**config.mk**
```make
export PLATFORM = sky130hd
export DESIGN_NAME = tone_sequencer
export DESIGN_NICKNAME = d
export VERILOG_FILES = /design/src/rtl/tone_sequencer.sv
export SDC_FILE = /design/constraint.sdc
export NUM_CORES = 1
export LEC_CHECK = 0
export CORE_ASPECT_RATIO = 2
export CORE_UTILIZATION = 25
export CTS_BUF_LIST = sky130_fd_sc_hd__clkbuf_8
export CTS_CLUSTER_SIZE = 25
export DETAILED_ROUTE_END_ITERATION = 12
export PLACE_DENSITY_LB_ADDON = 0.15
export SYNTH_ARGS = -nofsm -noshare
export SYNTH_HDL_FRONTEND = slang
export SYNTH_SLANG_ARGS = --single-unit
```
**constraint.sdc**
```tcl
create_clock -name Clk -period 6.1 [get_ports Clk]
set_input_delay 1.83 -clock Clk [delete_from_list [all_inputs] [get_ports Clk]]
set_output_delay 1.83 -clock Clk [all_outputs]
set_load 0.02 [all_outputs]
```
**src/rtl/tone_sequencer.sv**
```systemverilog
// rtl/tone_sequencer.sv - queued tone player driving an audio DAC register bus
// Optional inter-note silence (volume-0 write plus GAP_TICKS wait) is enabled by defining TONE_SEQ_GAP_EN.
module tone_sequencer #(
    parameter int TICK_DIV  = 50000,
    parameter int GAP_TICKS = 10
) (
    input  logic        Clk,
    input  logic        Reset,
    input  logic [15:0] NoteFreq,
    input  logic [7:0]  NoteVol,
    input  logic [11:0] NoteDur,
    input  logic        Push,
    input  logic        Start,
    input  logic        Abort,
    output logic        Full,
    output logic [3:0]  Count,
    output logic        Busy,
    output logic        Done,
    output logic [3:0]  DacAddr,
    output logic [15:0] DacDataWr,
    output logic        DacEn,
    output logic        DacWr
);
    localparam int PRESC_W = $clog2(TICK_DIV);
    localparam logic [PRESC_W-1:0] PRESC_LAST = PRESC_W'(TICK_DIV - 1);
    localparam logic [3:0] ADDR_VOL  = 4'd0;
    localparam logic [3:0] ADDR_FREQ = 4'd1;

    typedef enum logic [2:0] {
        IDLE,
        LOAD,
        WR_FREQ,
        WR_VOL,
        PLAY,
        STOP
`ifdef TONE_SEQ_GAP_EN
        ,
        GAP_WR,
        GAP
`endif
    } state_t;

    state_t state, stateNext;

    logic [35:0] fifoMem [8];
    logic [2:0]  wrPtr, rdPtr;
    logic [3:0]  count;
    logic        pushOk, pop;

    logic [15:0] noteFreqQ;
    logic [7:0]  noteVolQ;
    logic [11:0] noteDurQ;

    logic [PRESC_W-1:0] presc;
    logic [15:0]        tickCnt, tickTarget;
    logic               timedState, periodDone, playEnd;

    assign Full   = (count == 4'd8);
    assign Count  = count;
    assign Busy   = (state != IDLE);
    assign Done   = (state == STOP);
    assign pushOk = Push && !Full;
    assign pop    = (state == LOAD);

    // Abort flushes and wins over any push or pop in the same cycle
    always_ff @(posedge Clk) begin
        if (Reset || Abort) begin
            wrPtr <= 3'd0;
            rdPtr <= 3'd0;
            count <= 4'd0;
        end else begin
            if (pushOk) wrPtr <= wrPtr + 3'd1;
            if (pop)    rdPtr <= rdPtr + 3'd1;
            count <= count + {3'b000, pushOk} - {3'b000, pop};
        end
    end

    always_ff @(posedge Clk) begin
        if (pushOk) fifoMem[wrPtr] <= {NoteFreq, NoteVol, NoteDur};
    end

    always_ff @(posedge Clk) begin
        if (Reset) begin
            noteFreqQ <= 16'd0;
            noteVolQ  <= 8'd0;
            noteDurQ  <= 12'd0;
        end else if (state == LOAD) begin
            {noteFreqQ, noteVolQ, noteDurQ} <= fifoMem[rdPtr];
        end
    end

    always_comb begin
        timedState = (state == PLAY);
`ifdef TONE_SEQ_GAP_EN
        if (state == GAP) timedState = 1'b1;
`endif
    end

    // PLAY and GAP share one prescaler/tick counter pair, cleared whenever the state changes
    assign tickTarget = (state == PLAY) ? {4'h0, noteDurQ} : 16'(GAP_TICKS);
    assign periodDone = (presc == PRESC_LAST) && (tickCnt == tickTarget - 16'd1);
    assign playEnd    = (noteDurQ == 12'd0) || periodDone;

    always_ff @(posedge Clk) begin
        if (Reset || !timedState || (stateNext != state)) begin
            presc   <= '0;
            tickCnt <= 16'd0;
        end else if (presc == PRESC_LAST) begin
            presc   <= '0;
            tickCnt <= tickCnt + 16'd1;
        end else begin
            presc <= presc + PRESC_W'(1);
        end
    end

    always_ff @(posedge Clk) begin
        if (Reset) state <= IDLE;
        else       state <= stateNext;
    end

    always_comb begin
        stateNext = state;
        case (state)
            IDLE:    if (Start && (count != 4'd0) && !Abort) stateNext = LOAD;
            LOAD:    stateNext = WR_FREQ;
            WR_FREQ: stateNext = WR_VOL;
            WR_VOL:  stateNext = PLAY;
            PLAY: begin
                if (playEnd) begin
                    if (count != 4'd0) begin
`ifdef TONE_SEQ_GAP_EN
                        stateNext = GAP_WR;
`else
                        stateNext = LOAD;
`endif
                    end else begin
                        stateNext = STOP;
                    end
                end
            end
`ifdef TONE_SEQ_GAP_EN
            GAP_WR:  stateNext = GAP;
            GAP:     if (periodDone) stateNext = LOAD;
`endif
            STOP:    stateNext = IDLE;
            default: stateNext = IDLE;
        endcase
        if (Abort && (state != IDLE) && (state != STOP)) stateNext = STOP;
    end

    // STOP and GAP_WR both write volume 0, which also returns the DAC to its wave path
    always_comb begin
        DacEn     = 1'b0;
        DacWr     = 1'b0;
        DacAddr   = 4'd0;
        DacDataWr = 16'd0;
        case (state)
            WR_FREQ: begin
                DacEn     = 1'b1;
                DacWr     = 1'b1;
                DacAddr   = ADDR_FREQ;
                DacDataWr = noteFreqQ;
            end
            WR_VOL: begin
                DacEn     = 1'b1;
                DacWr     = 1'b1;
                DacAddr   = ADDR_VOL;
                DacDataWr = {8'h00, noteVolQ};
            end
`ifdef TONE_SEQ_GAP_EN
            GAP_WR: begin
                DacEn = 1'b1;
                DacWr = 1'b1;
            end
`endif
            STOP: begin
                DacEn = 1'b1;
                DacWr = 1'b1;
            end
            default: begin
                DacEn = 1'b0;
            end
        endcase
    end
endmodule

```
### Word-level counts from Yosys, hierarchy flattened

Memories as Yosys holds them, arrays and structs flattened. A register that Yosys moved wholly into a read port is not among the register bits.
Index checks and enable logic that the tools add are counted.

* word-level logic and storage cells: 54
* register bits after elaboration: 45
* bits in writable memories: 288
* bits of input ports: 41
* memories: 1
* output and inout bits: 29

Memories
* fifoMem: words 8, bits a word 36, rd ports 1, clocked after Yosys merged registers in 1, wr ports 1, RTL line 45 `logic [35:0] fifoMem [8];`

* equal/unequal tests: 10
* add/subtract/negate cells: 7
* reduce and logical (&&, ||, !) cells: 19
* muxes and demuxes: 11

Operators by type and width (number)
* 16-bit by 1-bit adder with 16-bit output (second input constant): 2
* 16-bit case mux with 2 select lines: 1
* 16-bit == test: 1
* 16-bit == test (second input constant): 1
* 3-bit case mux with 5 select lines: 1
* 12-bit by 1-bit subtractor with 13-bit output (second input constant): 1
* 12-bit zero test: 1
* 12-bit 2-to-1 mux: 1
* 3-bit 2-to-1 mux: 4
* 3-bit by 1-bit adder with 3-bit output (second input constant): 2
* 3-bit by 2-bit == test with 1-bit output (second input constant): 2
* 3-bit == test (second input constant): 2
* 1-bit logical AND: 6
* 4-bit by 1-bit adder with 4-bit output: 1
* 4-bit == test (second input constant): 1
* 1-bit logical OR: 4
* 1-bit 2-to-1 mux: 4
* 4-bit nonzero test: 1
* 4-bit by 1-bit subtractor with 4-bit output: 1
* 3-bit by 1-bit == test with 1-bit output (second input constant): 1
* 1-bit zero test: 3
* 3-bit zero test: 1
* 3-bit inequality test: 1
* 3-bit inequality test (second input constant): 1
* 3 further kinds: 3

### Logic depth before layout (Yosys ltp)

Gate-level depths: netlist of run 1.

* depth in word-level cells: 12
* depth in mapped cells: 14
* depth with buffers taken out: 12

### Worst setup path after synthesis of run 1

No wires, ideal clock.

* path type: input to register
* from: input Push
* to: memory fifoMem[0][0] (enable)
* buffers on the path: 0
* arrival: 4614 ps
* data required time: 5626 ps
* stages: 3
* library setup time: 474 ps
* path slack: 1012 ps
* cell sequence: and2_1 > nand2b_1 > nor3_1

* cells in the longest elaborated chain, start to end: 3

RTL lines
* start: declaration: RTL line 12 `input logic Push,`
* 1-bit logical AND: RTL line 62 `assign pushOk = Push && !Full;`
* 1-bit 2-to-1 mux: RTL line 79 `if (pushOk) fifoMem[wrPtr] <= {NoteFreq, NoteVol, NoteDur};`
* 1-bit 2-to-1 mux (not written as such): RTL line 79
* end: declaration: RTL line 45

Every way passes these cells.

### Final worst setup path of run 1

* from: register state[2]
* to: output DacDataWr[12]

* cells in the longest elaborated chain, start to end: 2
* elaborated cells on any way between the ends: 3
* those cells by class: eq/ne (2); mux (1)

RTL lines
* start: declaration: RTL line 43 `state_t state, stateNext;`
* start signal: assignment: RTL line 118 `else state <= stateNext;`
* 3-bit by 2-bit == test with 1-bit output: RTL line 157 `case (state)`
* 16-bit case mux with 2 select lines (*): RTL line 157
* end: declaration: RTL line 20 `output logic [15:0] DacDataWr,`

Mark *: on every way between the ends. The rest lies on a longest branch, timed or not.

==> flow_summary.json, run 1 <==
{
  "die_w_um": 175,
  "yosys_warnings": 0,
  "clk_path_buf_depth": 3,
  "hold_viol": 0,
  "drive_gt1_share_pct": 18.2,
  "clockRootBuffer": "clkbuf_8",
  "fin_skew_ns": 0.0342,
  "synth_largest_area_cell": "edfxtp_1",
  "worstSetupStartpoint": "state[2]",
  "multi_input_area_um2": 4420,
  "drt-total-wl_um": 37100,
  "maxCapViolCount": 0,
  "coreArea_um2": 59000,
  "avgRoutedWirePerCell_um": 20.1,
  "cts_num_sinks": 369,
  "critical_path_arrival_ns": 2.99,
  "num_rows": 126,
  "status": "finished clean",
  "ant_nets": 0,
  "worstSkewPairLatency_ns": 0.64,
  "period_minus_slack_ns": 4.82,
  "antenna_found_initial": 4,
  "place_congestion": 0.786,
  "die_h_um": 347,
  "ys_types": 58,
  "viasPerCell": 4.41,
  "p_leak_nw": 5.46,
  "tightest_slew_ns": 0.983,
  "cts_resized": 0,
  "grt_pass1_vias": 8977,
  "synth_edf_count": 288,
  "syn_area_um2": 14900,
  "seqCellArea_um2": 10300,
  "critical_path.endpoint_type": "primary output",
  "cp_max_fo": 10,
  "powerDensity_nw_per_um2": 333,
  "worst_r2r_path_depth": 10,
  "synth-seq-area-share_pct": 68.9,
  "grt_max_degree": 76,
  "area_growth_pct": 18.6,
  "setup-tns-final_ns": 0,
  "drt_first_pass_iters": 4,
  "ir_drop_mv": 0.142,
  "ys_ff_latch": 369,
  "min-delay-start": "presc[0]",
  "cp-start-kind": "flop",
  "via_count": 8140,
  "ys_top_cells_by_area": "edfxtp_1, dfxtp_1, mux4_2",
  "grt_use_total_pct": 12.5,
  "rsz0062_at_grt": "false",
  "h-tree-depth": 2,
  "start_util_pct": 25.3,
  "cts.clk_slew.worst_paths_ns": 0.06,
  "final_cell_mix": "edfxtp_1, nor2_1, dfxtp_1",
  "path_class": "reg2out",
  "grt_overflow": 0,
  "post_cts.repair.setup_buffers": 0,
  "holdWs_ns": 0.457,
  "nNetsFinal": 1079,
  "layout_commonest_cell": "edfxtp_1",
  "finalCritPeriodShare_pct": 79.0,
  "fp.dieArea_um2": 60700,
  "drt_iter0_markers": 427,
  "setup_viol": 0,
  "worstPathRequired_ns": 4.27,
  "synthArstFlopShare_pct": 0,
  "reg2reg_from": "state[0]",
  "slew_headroom_pct": 34.4,
  "grt_pass1_wl_um": 56000,
  "cts-buffers-inserted": 58,
  "dp_hpwl_um": 24400,
  "synth_ff_type": "edfxtp_1",
  "port_buffers": 66,
  "synth_top_area_share_pct": 58.0,
  "syn_inst": 931,
  "cts_tree": "yes",
  "holdPathStages": 1,
  "slew_violations": 0,
  "drc_errors": 0,
  "num_io_pins": 70,
  "nFillCells": 5999,
  "postSynthAreaPerCell_um2": 16.0,
  "hold_path_class": "reg2reg",
  "holdBufCountCts": 0,
  "fmax_ghz": 0.208
}
## metal layers
metal / share of wire (%) / global-route usage, %
met1: 34 / 12.0
met2: 59 / 25.5
met3: 3.4 / 1.99
met4: 3.3 / 5.25
met5: 0.035 / 0
## logic make-up (layout without fill, tap and decap cells)
family	after synthesis	after routing	share of synthesized area, %
adder cells (fa/ha/maj)	12	12	1.06
buffers and inverters	70	211	1.88
AND/OR/NAND/NOR	239	239	7.73
AO/OA/AOI/OAI	79	79	3.88
multiplexers	120	120	14.1
other	1	5	0.0252
flip-flops	369	369	68.9
XOR/XNOR	41	41	2.41
## cells in the mapped netlist (2+ instances only)
cell,number
or3b_2,3
buf_1,11
xnor2_1,26
or3_1,4
a21o_1,4
and2_1,10
buf_2,2
nand3_1,14
or2_2,6
nand2b_1,7
o211a_1,2
nor3_1,8
a31oi_1,3
nor4bb_1,3
and4_1,2
o21ai_0,5
edfxtp_1,288
xor2_1,15
clkbuf_1,35
nor3b_1,3
a21boi_0,2
a211oi_1,40
nor2b_1,2
o211ai_1,2
nand2_1,32
a221oi_1,2
nor2_1,114
inv_1,17
nand3b_1,2
mux4_2,72
mux2i_1,47
ha_1,11
nand4_1,6
and3_1,9
nor4_1,5
buf_4,4
a22oi_1,2
or4_1,5
a21oi_1,7
dfxtp_1,81
## cell type report
class / count / share of cell area [%]
Tap cell: 768 / 5.44
Clock inverter: 42 / 1.25
Sequential cell: 369 / 58.2
Timing Repair Buffer: 85 / 4.59
Clock buffer: 66 / 5.14
Inverter: 18 / 0.382
Multi-Input combinational cell: 494 / 25.0
Antenna cell: 2 / 0.0283
## power breakdown
group          leakage [nW]  switching, W  internal (W)
Clock                 0.669       0.00100       0.00104
Combinational          1.52      0.000504      0.000374
Sequential             3.27      0.000121       0.00285
Total                  5.46       0.00163       0.00425
## path summary, 6_finish.rpt
check | endpoint | slack (ns)
worst max-delay path | DacDataWr[12] | 1.28
worst min-delay path | presc[0] | 0.46
worst max register to register | state[2] | 1.93
worst min register to register | presc[0] | 0.46
## stage by stage
step,setup slack [ns],cells,utilization [%],power (W),area [um2]
floorplan,1.01,933,-,0.00359,14900
global placement,1.67,1734,28.1,0.00393,16500
detailed placement,1.70,1734,28.1,0.00393,16500
CTS,1.20,1842,30.0,0.00601,17700
global route,1.10,1843,30.0,0.00618,17700
finish,1.28,1844,30.0,0.00588,17700
## worst max-delay path, cell delays in order, from the launching register on
cell and delay [ns]:
dfxtp_1 0.51, clkinv_1 0.39, nand2_1 0.42, nor2_1 0.09, buf_4 0.24, and2_1 0.17
clkdlybuf4s50_1 0.54
## flip-flops by register name, indices dropped and copies added (netlist names)
register	count
noteVolQ	8
state	3
noteFreqQ	16
wrPtr	3
noteDurQ	12
tickCnt	16
fifoMem	288
Count	4
presc	16
rdPtr	3
Note: power is estimated with default switching activity, not from simulation.
==> run 2, diff against run 1 <==
- clock period: 6.1 -> 4 ns (I/O delays scaled with it)
==> run 2 against run 1 <==
Net effect:
- cell area grew 0.81%
- combinational power grew 59%
- setup slack worse by 1.1 ns
- clock power is 52% higher
- cell count hardly changed
- critical path depth is 1 higher
- first-iteration DRC count down 16%
- sequential power grew 52%
- critical endpoint is now DacDataWr[9]
- wire length is 2.3% higher
- non-clock buffer count increased by 3
- clock skew fell by 0.023 ns
- largest cell class unchanged
==> flow_summary.json, run 2 (synthesized netlist as in run 1, its figures left out) <==
{
  "switching_power_w": 0.00250,
  "worstPathRequired_ns": 2.80,
  "layout_commonest_cell": "edfxtp_1",
  "critical_path_arrival_ns": 2.61,
  "avgRoutedWirePerCell_um": 20.6,
  "grt_max_degree": 76,
  "final_cell_mix": "edfxtp_1, nor2_1, dfxtp_1",
  "drt_iter0_markers": 359,
  "via_count": 8193,
  "period_minus_slack_ns": 3.81,
  "powerDensity_nw_per_um2": 506,
  "nNetsFinal": 1080,
  "cpPeakStageDelay_ns": 0.53,
  "final_cell_area_um2": 17800,
  "die_w_um": 175,
  "cts-buffers-inserted": 56,
  "tightest_slew_ns": 1.03,
  "nFillCells": 5932,
  "cp-start-kind": "flop",
  "area_growth_pct": 19.6,
  "finalCritPeriodShare_pct": 95.2,
  "holdBufCountCts": 0,
  "grt_pass1_wl_um": 57300,
  "status": "finished clean",
  "start_util_pct": 25.3,
  "worstSkewPairLatency_ns": 0.63,
  "rsz0062_at_grt": "false",
  "ir_drop_mv": 0.281,
  "hold_path_class": "reg2reg",
  "antenna_found_initial": 3,
  "setup_viol": 0,
  "slew_violations": 0,
  "clockRootBuffer": "clkbuf_8",
  "drc_errors": 0,
  "place_congestion": 0.797,
  "drt_first_pass_iters": 4,
  "placed_cell_area_um2": 16700,
  "comb_power_share_pct": 15.5,
  "drt-total-wl_um": 38000,
  "cts_num_sinks": 369,
  "grt_use_total_pct": 12.8,
  "critical_path.endpoint_type": "primary output",
  "crit_top_cell": "buf_4",
  "reg2reg_from": "state[2]",
  "fmax_ghz": 0.263,
  "pre_cts_slack_ns": 0.333,
  "drive_gt1_share_pct": 18.3,
  "holdWs_ns": 0.459,
  "p_leak_nw": 5.50,
  "num_io_pins": 70,
  "worst_r2r_path_depth": 10,
  "fin_skew_ns": 0.0113,
  "crit_chain": "clkinv_1, buf_4, nand2_2, nor2_1, buf_4, and2_1, clkdlybuf4s50_1",
  "seq_power_share_pct": 50.0,
  "hold_viol": 0,
  "viasPerCell": 4.44,
  "largest_reg_flops": 288,
  "cts.clk_slew.worst_paths_ns": 0.07,
  "hold_end": "presc[0]",
  "intPower_w": 0.00652,
  "pwr-share-clk_pct": 34.5,
  "grt_pass1_vias": 9022,
  "setup-tns-final_ns": 0,
  "netSwitchingFraction_pct": 27.7,
  "grt_overflow": 0,
  "ant_nets": 0,
  "die_h_um": 347,
  "h-tree-depth": 2,
  "num_rows": 126,
  "setup_ws_ns": 0.193,
  "fp.dieArea_um2": 60700,
  "port_buffers": 66,
  "top_register": "fifoMem",
  "timing.rr.end": "state[2]",
  "slowest_stage": "clkdlybuf4s50_1",
  "dp_hpwl_um": 22600,
  "maxCapViolCount": 0,
  "slew_headroom_pct": 31.6,
  "path_class": "reg2out",
  "min-delay-start": "presc[0]",
  "cts_tree": "yes",
  "cp_max_fo": 10,
  "r2r_slack_ns": 0.28,
  "clk_path_buf_depth": 3,
  "coreArea_um2": 59000,
  "holdPathStages": 1
}
==> run 2: critical path: cells and delay by family (launching register included) <==
family	cells	cell delay, ns
buf+inv	4	1.02
simple gates	3	0.44
flops	1	0.50
==> run 2: layout make-up <==
type / instances / area, um2 / area share [%]
Sequential cell: 369 / 10300 / 57.7
Clock inverter: 39 / 199 / 1.12
Tap cell: 768 / 961 / 5.39
Antenna cell: 2 / 5.00 / 0.0281
Inverter: 18 / 67.6 / 0.379
Timing Repair Buffer: 88 / 948 / 5.32
Multi-Input combinational cell: 494 / 4440 / 24.9
Clock buffer: 67 / 922 / 5.18
==> run 2: power by group through the flow <==
stage	combinational (W)	clock (W)	sequential (W)
2_1_floorplan	0.000960	0	0.00451
3_5_place_dp	0.00143	0	0.00460
4_1_cts	0.00144	0.00325	0.00452
3_3_place_gp	0.00142	0	0.00459
5_1_grt	0.00155	0.00338	0.00453
6_report	0.00140	0.00311	0.00451
==> run 2: worst max path at each step <==
stage / from / end / slack [ns] / depth (start not counted)
5_1_grt: state[2] / DacDataWr[14] / 0.05 / 7
3_3_place_gp: state[2] / state[2] / 0.38 / 10
6_report: state[2] / DacDataWr[9] / 0.19 / 7
4_1_cts: state[2] / DacDataWr[15] / 0.07 / 7
3_5_place_dp: state[2] / state[2] / 0.33 / 10
2_1_floorplan: state[2] / state[2] / 0.28 / 13
==> run 2: per-stage QoR <==
stage / utilization [%] / power [W] / std cells
after detailed placement: 28.3 / 0.00603 / 1737
after floorplan: - / 0.00547 / 933
after CTS: 30.2 / 0.00920 / 1843
after global routing: 30.2 / 0.00946 / 1844
after global placement: 28.3 / 0.00601 / 1737
final: 30.2 / 0.00902 / 1845
==> run 2: timing repair <==
action,4_1_cts,5_1_grt
endpoints found under the setup margin,1,1
setup buffers,0,0
gates resized for setup,1,1
cloned,0,0
==> run 2: metal layers <==
metal / up-vias / wire length, um / global-route usage (%)
met5: - / 27 / 0
met4: 4 / 1290 / 5.22
met3: 76 / 1360 / 2.38
met2: 149 / 21400 / 25.1
met1: 4184 / 14000 / 13.0
li1: 3780 / - / -
==> run 3, diff against run 2 <==
- CTS_CLUSTER_SIZE: 25 -> default
- DONT_BUFFER_PORTS: default -> 1
==> run 3 against run 2 <==
Net effect:
- register-to-register slack improved by 0.24 ns
- sequential share of layout area up 2.6 points
- highest routed layer is now met4
- cell area is 4.3% lower
- cell count is 3.8% lower
- worst hold slack worse by 0.0055 ns
==> flow_summary.json, run 3 (synthesized netlist as in run 1, its figures left out) <==
{
  "status": "finished clean",
  "slew_headroom_pct": 44.0,
  "ant_nets": 0,
  "die_h_um": 347,
  "grt_pass1_vias": 8647,
  "setup-tns-final_ns": 0,
  "holdWs_ns": 0.454,
  "antenna_found_initial": 1,
  "num_rows": 126,
  "coreArea_um2": 59000,
  "worstPathRequired_ns": 2.80,
  "tightest_slew_ns": 0.840,
  "cp_max_fo": 10,
  "post_cts.repair.setup_buffers": 0,
  "layout_commonest_cell": "edfxtp_1",
  "period_minus_slack_ns": 3.78,
  "drive_gt1_share_pct": 19.0,
  "cts_num_sinks": 369,
  "area_growth_pct": 14.4,
  "grt_use_total_pct": 12.8,
  "final_cell_mix": "edfxtp_1, nor2_1, dfxtp_1",
  "cts-buffers-inserted": 55,
  "critical_path_arrival_ns": 2.58,
  "setup_viol": 0,
  "port_buffers": 0,
  "largest_reg_flops": 288,
  "maxCapViolCount": 0,
  "place_congestion": 0.790,
  "slew_violations": 0,
  "drt-total-wl_um": 37900,
  "cts.clk_slew.worst_paths_ns": 0.07,
  "grt_pass1_wl_um": 56600,
  "fp.dieArea_um2": 60700,
  "fmax_ghz": 0.265,
  "fin_skew_ns": 0.0257,
  "nNetsFinal": 1014,
  "worstSkewPairLatency_ns": 0.63,
  "p_leak_nw": 5.17,
  "cts_tree": "yes",
  "h-tree-depth": 2,
  "clockRootBuffer": "clkbuf_8",
  "min-delay-start": "presc[0]",
  "critical_path.endpoint_type": "primary output",
  "worstSetupStartpoint": "state[2]",
  "top_register": "fifoMem",
  "start_util_pct": 25.3,
  "die_w_um": 175,
  "holdBufCountCts": 0,
  "grt_overflow": 0,
  "clk_path_buf_depth": 3,
  "hold_path_class": "reg2reg",
  "pre_cts_slack_ns": 0.513,
  "num_io_pins": 70,
  "rsz0062_at_grt": "false",
  "finalCritPeriodShare_pct": 94.4,
  "drt_iter0_markers": 346,
  "dp_hpwl_um": 22200,
  "r2r_slack_ns": 0.52,
  "setup_ws_ns": 0.222,
  "viasPerCell": 4.49,
  "drt_first_pass_iters": 4,
  "ir_drop_mv": 0.212,
  "reg2reg_from": "state[2]",
  "powerDensity_nw_per_um2": 511,
  "hold_viol": 0,
  "grt_max_degree": 76,
  "avgRoutedWirePerCell_um": 21.4,
  "cp-start-kind": "flop",
  "path_class": "reg2out",
  "cts_resized": 0,
  "drc_errors": 0,
  "via_count": 7974
}
run 3: cell types whose count changed in the layout (fill, tap and decap cells not counted), sizes merged:
cell	before	now
clkbuf	67	60
clkdlybuf4s50	64	0
clkinv	17	21
clkinvlp	0	2
diode	2	1
dlymetal6s2s	1	0
inv	39	35
run 3: metal layers:
layer  part of all wire, %  GRT usage (%)  up-vias
met5                     0              0        -
met4                   3.3           5.22        0
met3                   4.9           3.10       72
met2                    55           24.2      159
met1                    37           13.2     4097
li1                      -              -     3646
run 3: layout make-up:
cell class                      count  area, um2
Antenna cell                        1       2.50
Clock buffer                       60        826
Clock inverter                     41        203
Fill cell                        6050      41900
Inverter                           18       67.6
Multi-Input combinational cell    494       4430
Sequential cell                   369      10300
Tap cell                          768        961
Timing Repair Buffer               23        285
run 3: worst paths after layout:
| kind | end | cells after the start |
|---|---|---|
| setup / recovery | DacDataWr[15] | 7 |
| hold / removal | presc[0] | 1 |
| setup reg to reg | state[0] | 10 |
| hold reg to reg | presc[0] | 1 |
run 3: critical path: stages, from the launching register on:
cell and delay, ns:
dfxtp_1 0.33, buf_4 0.16, clkinv_1 0.29, nand2_1 0.45
nor2_1 0.08, buf_4 0.22, and2_1 0.22, buf_4 0.17
run 3: report_power, final:
group | switching (W) | internal (W)
combinational | 0.000754 | 0.000514
sequential | 0.000146 | 0.00434
clock | 0.00151 | 0.00145
run 3: stage by stage:
step	util, %	total power [W]	std cells	area, um2
detailed placement	27.2	0.00587	1672	16000
global placement	27.2	0.00587	1672	16000
global route	28.9	0.00915	1774	17100
floorplan	-	0.00547	933	14900
CTS	28.9	0.00890	1773	17100
finish	28.9	0.00871	1774	17100
==> edit, RTL diff (settings of run 2) <==
`TICK_DIV`: 50000 -> 100000.
--- a/src/rtl/tone_sequencer.sv
+++ b/src/rtl/tone_sequencer.sv
@@ -1,7 +1,7 @@
 // rtl/tone_sequencer.sv - queued tone player driving an audio DAC register bus
 // Optional inter-note silence (volume-0 write plus GAP_TICKS wait) is enabled by defining TONE_SEQ_GAP_EN.
 module tone_sequencer #(
-    parameter int TICK_DIV  = 50000,
+    parameter int TICK_DIV  = 100000,
     parameter int GAP_TICKS = 10
 ) (
     input  logic        Clk,
Formal check against the unedited RTL: same outputs for any inputs over 4 cycles, from zero or initial values and one cycle with Reset high; that may be too few to reach the edited logic, so the function may still have changed.
==> edit against run 2 <==
- synthesized area increased by 0.21%
- total power increased by 1.0%
- clock skew increased by 13 ps
- sequential cell count increased by 1
- cell count decreased by 0.11%
- critical path depth decreased by 1
- routed wire length increased by 0.37%
- worst setup slack improved by 27 ps
- via count increased by 0.84%
- clock power about the same
- final area increased by 0.33%
- worst hold slack improved by 21 ps
- global-route usage about the same
- highest routed layer unchanged
==> edit: results (changes against run 2) <==
| Metric | Value |
|---|---|
| Met3 Usage GRT | 2.184% (-0.20 points) |
| Filler cell count in the final layout | 5924 (-0.13%) |
| Max rail drop VDD | 0.3329 mV (+19%) |
| PostCTS Resize Cnt | 0 (-1) |
| R2R setup slack | 260 ps (-20 ps) |
| Number of signal-net inverters in the final layout | 19 (+1) |
| Non-Clock Buffer Count | 97 (+10%) |
| Clock skew | 24.41 ps (+13.16 ps) |
| Post-Route Hold Slack | 480.5 ps (+21.36 ps) |
| Adder-Cell Fraction of Synth Area | 1.056% (-0.0022 points) |
| DP Area | 0.01678 mm² (+0.56%) |
| Met3 routed WL | 1364 µm (+0.59%) |
| Routed WL | 38120 µm (+0.37%) |
| Unique cell type count in the Yosys netlist | 54 (-6.9%) |
| Multi-input gate share of total cell area | 24.78% (-0.12 points) |
| Status | completed |
| Grt met1 use | 13.34% (+0.33 points) |
| Tot GR Track Use | 12.78% (-0.040 points) |
| Worst rel slew slack | 44.31% (+13 points) |
| Synth Area in Compound Gates | 3.711% (-0.17 points) |
| First-pass GRT wire length | 57200 µm (-0.13%) |
| Critical Path AT | 2580 ps (-30 ps) |
| Xor and xnor fraction of the mapped netlist area | 2.522% (+0.11 points) |
| Detail Placement HPWL | 24070 µm (+6.4%) |
| Top cells by area, synth | edfxtp_1, dfxtp_1, mux4_2 |
| Syn-to-layout area delta | 19.69% |
| Multi-input gate count | 485 (-1.8%) |
| Avg Synthesized Cell Area | 16.09 µm² (+0.53%) |
| Metal1 wirelength | 14070 µm (+0.88%) |
| FMAX | 0.2646 GHz (+0.70%) |
| Crit Path Max Fanout | 9 (-1) |
| Initial DRC count | 392 (+9.2%) |
| Layout cells sized above 1 | 18.62% (+0.30 points) |
| Sink Count | 370 (+0.27%) |
| Switching power | 2542 µW (+1.6%) |
| Final nets | 1082 (+0.19%) |
| Non-clk buf share | 5.739% (+0.42 points) |
| RR Endpoint | state[0]$_SDFF_PP0_ |
| Reg area | 0.01030 mm² (+0.19%) |
| Vias per cell | 4.483 (+0.95%) |
[edit: changes by cell type after synthesis, sizes merged, moves of 4 or more]
cell   delta
o21ai     +4
nand2     -6
nor3     +24
and3      -7
nor2     -21
[edit: worst min-delay path by stage]
stage	startpoint	endpoint
after detailed placement	presc[0]$_SDFF_PP0_	presc[0]$_SDFF_PP0_
after floorplan	presc[0]$_SDFF_PP0_	presc[0]$_SDFF_PP0_
after global routing	noteFreqQ[14]$_SDFFE_PP0P_	noteFreqQ[14]$_SDFFE_PP0P_
final	presc[0]$_SDFF_PP0_	presc[0]$_SDFF_PP0_
after global placement	presc[0]$_SDFF_PP0_	presc[0]$_SDFF_PP0_
after CTS	wrPtr[0]$_SDFFE_PP0P_	wrPtr[0]$_SDFFE_PP0P_
[edit: critical path, cell delays in order, from the launching register on]
cell and delay [ps]:
dfxtp_1 390, inv_1 190, nand2_2 170, nor2_1 140, buf_4 230, and2_1 210
clkdlybuf4s50_1 630
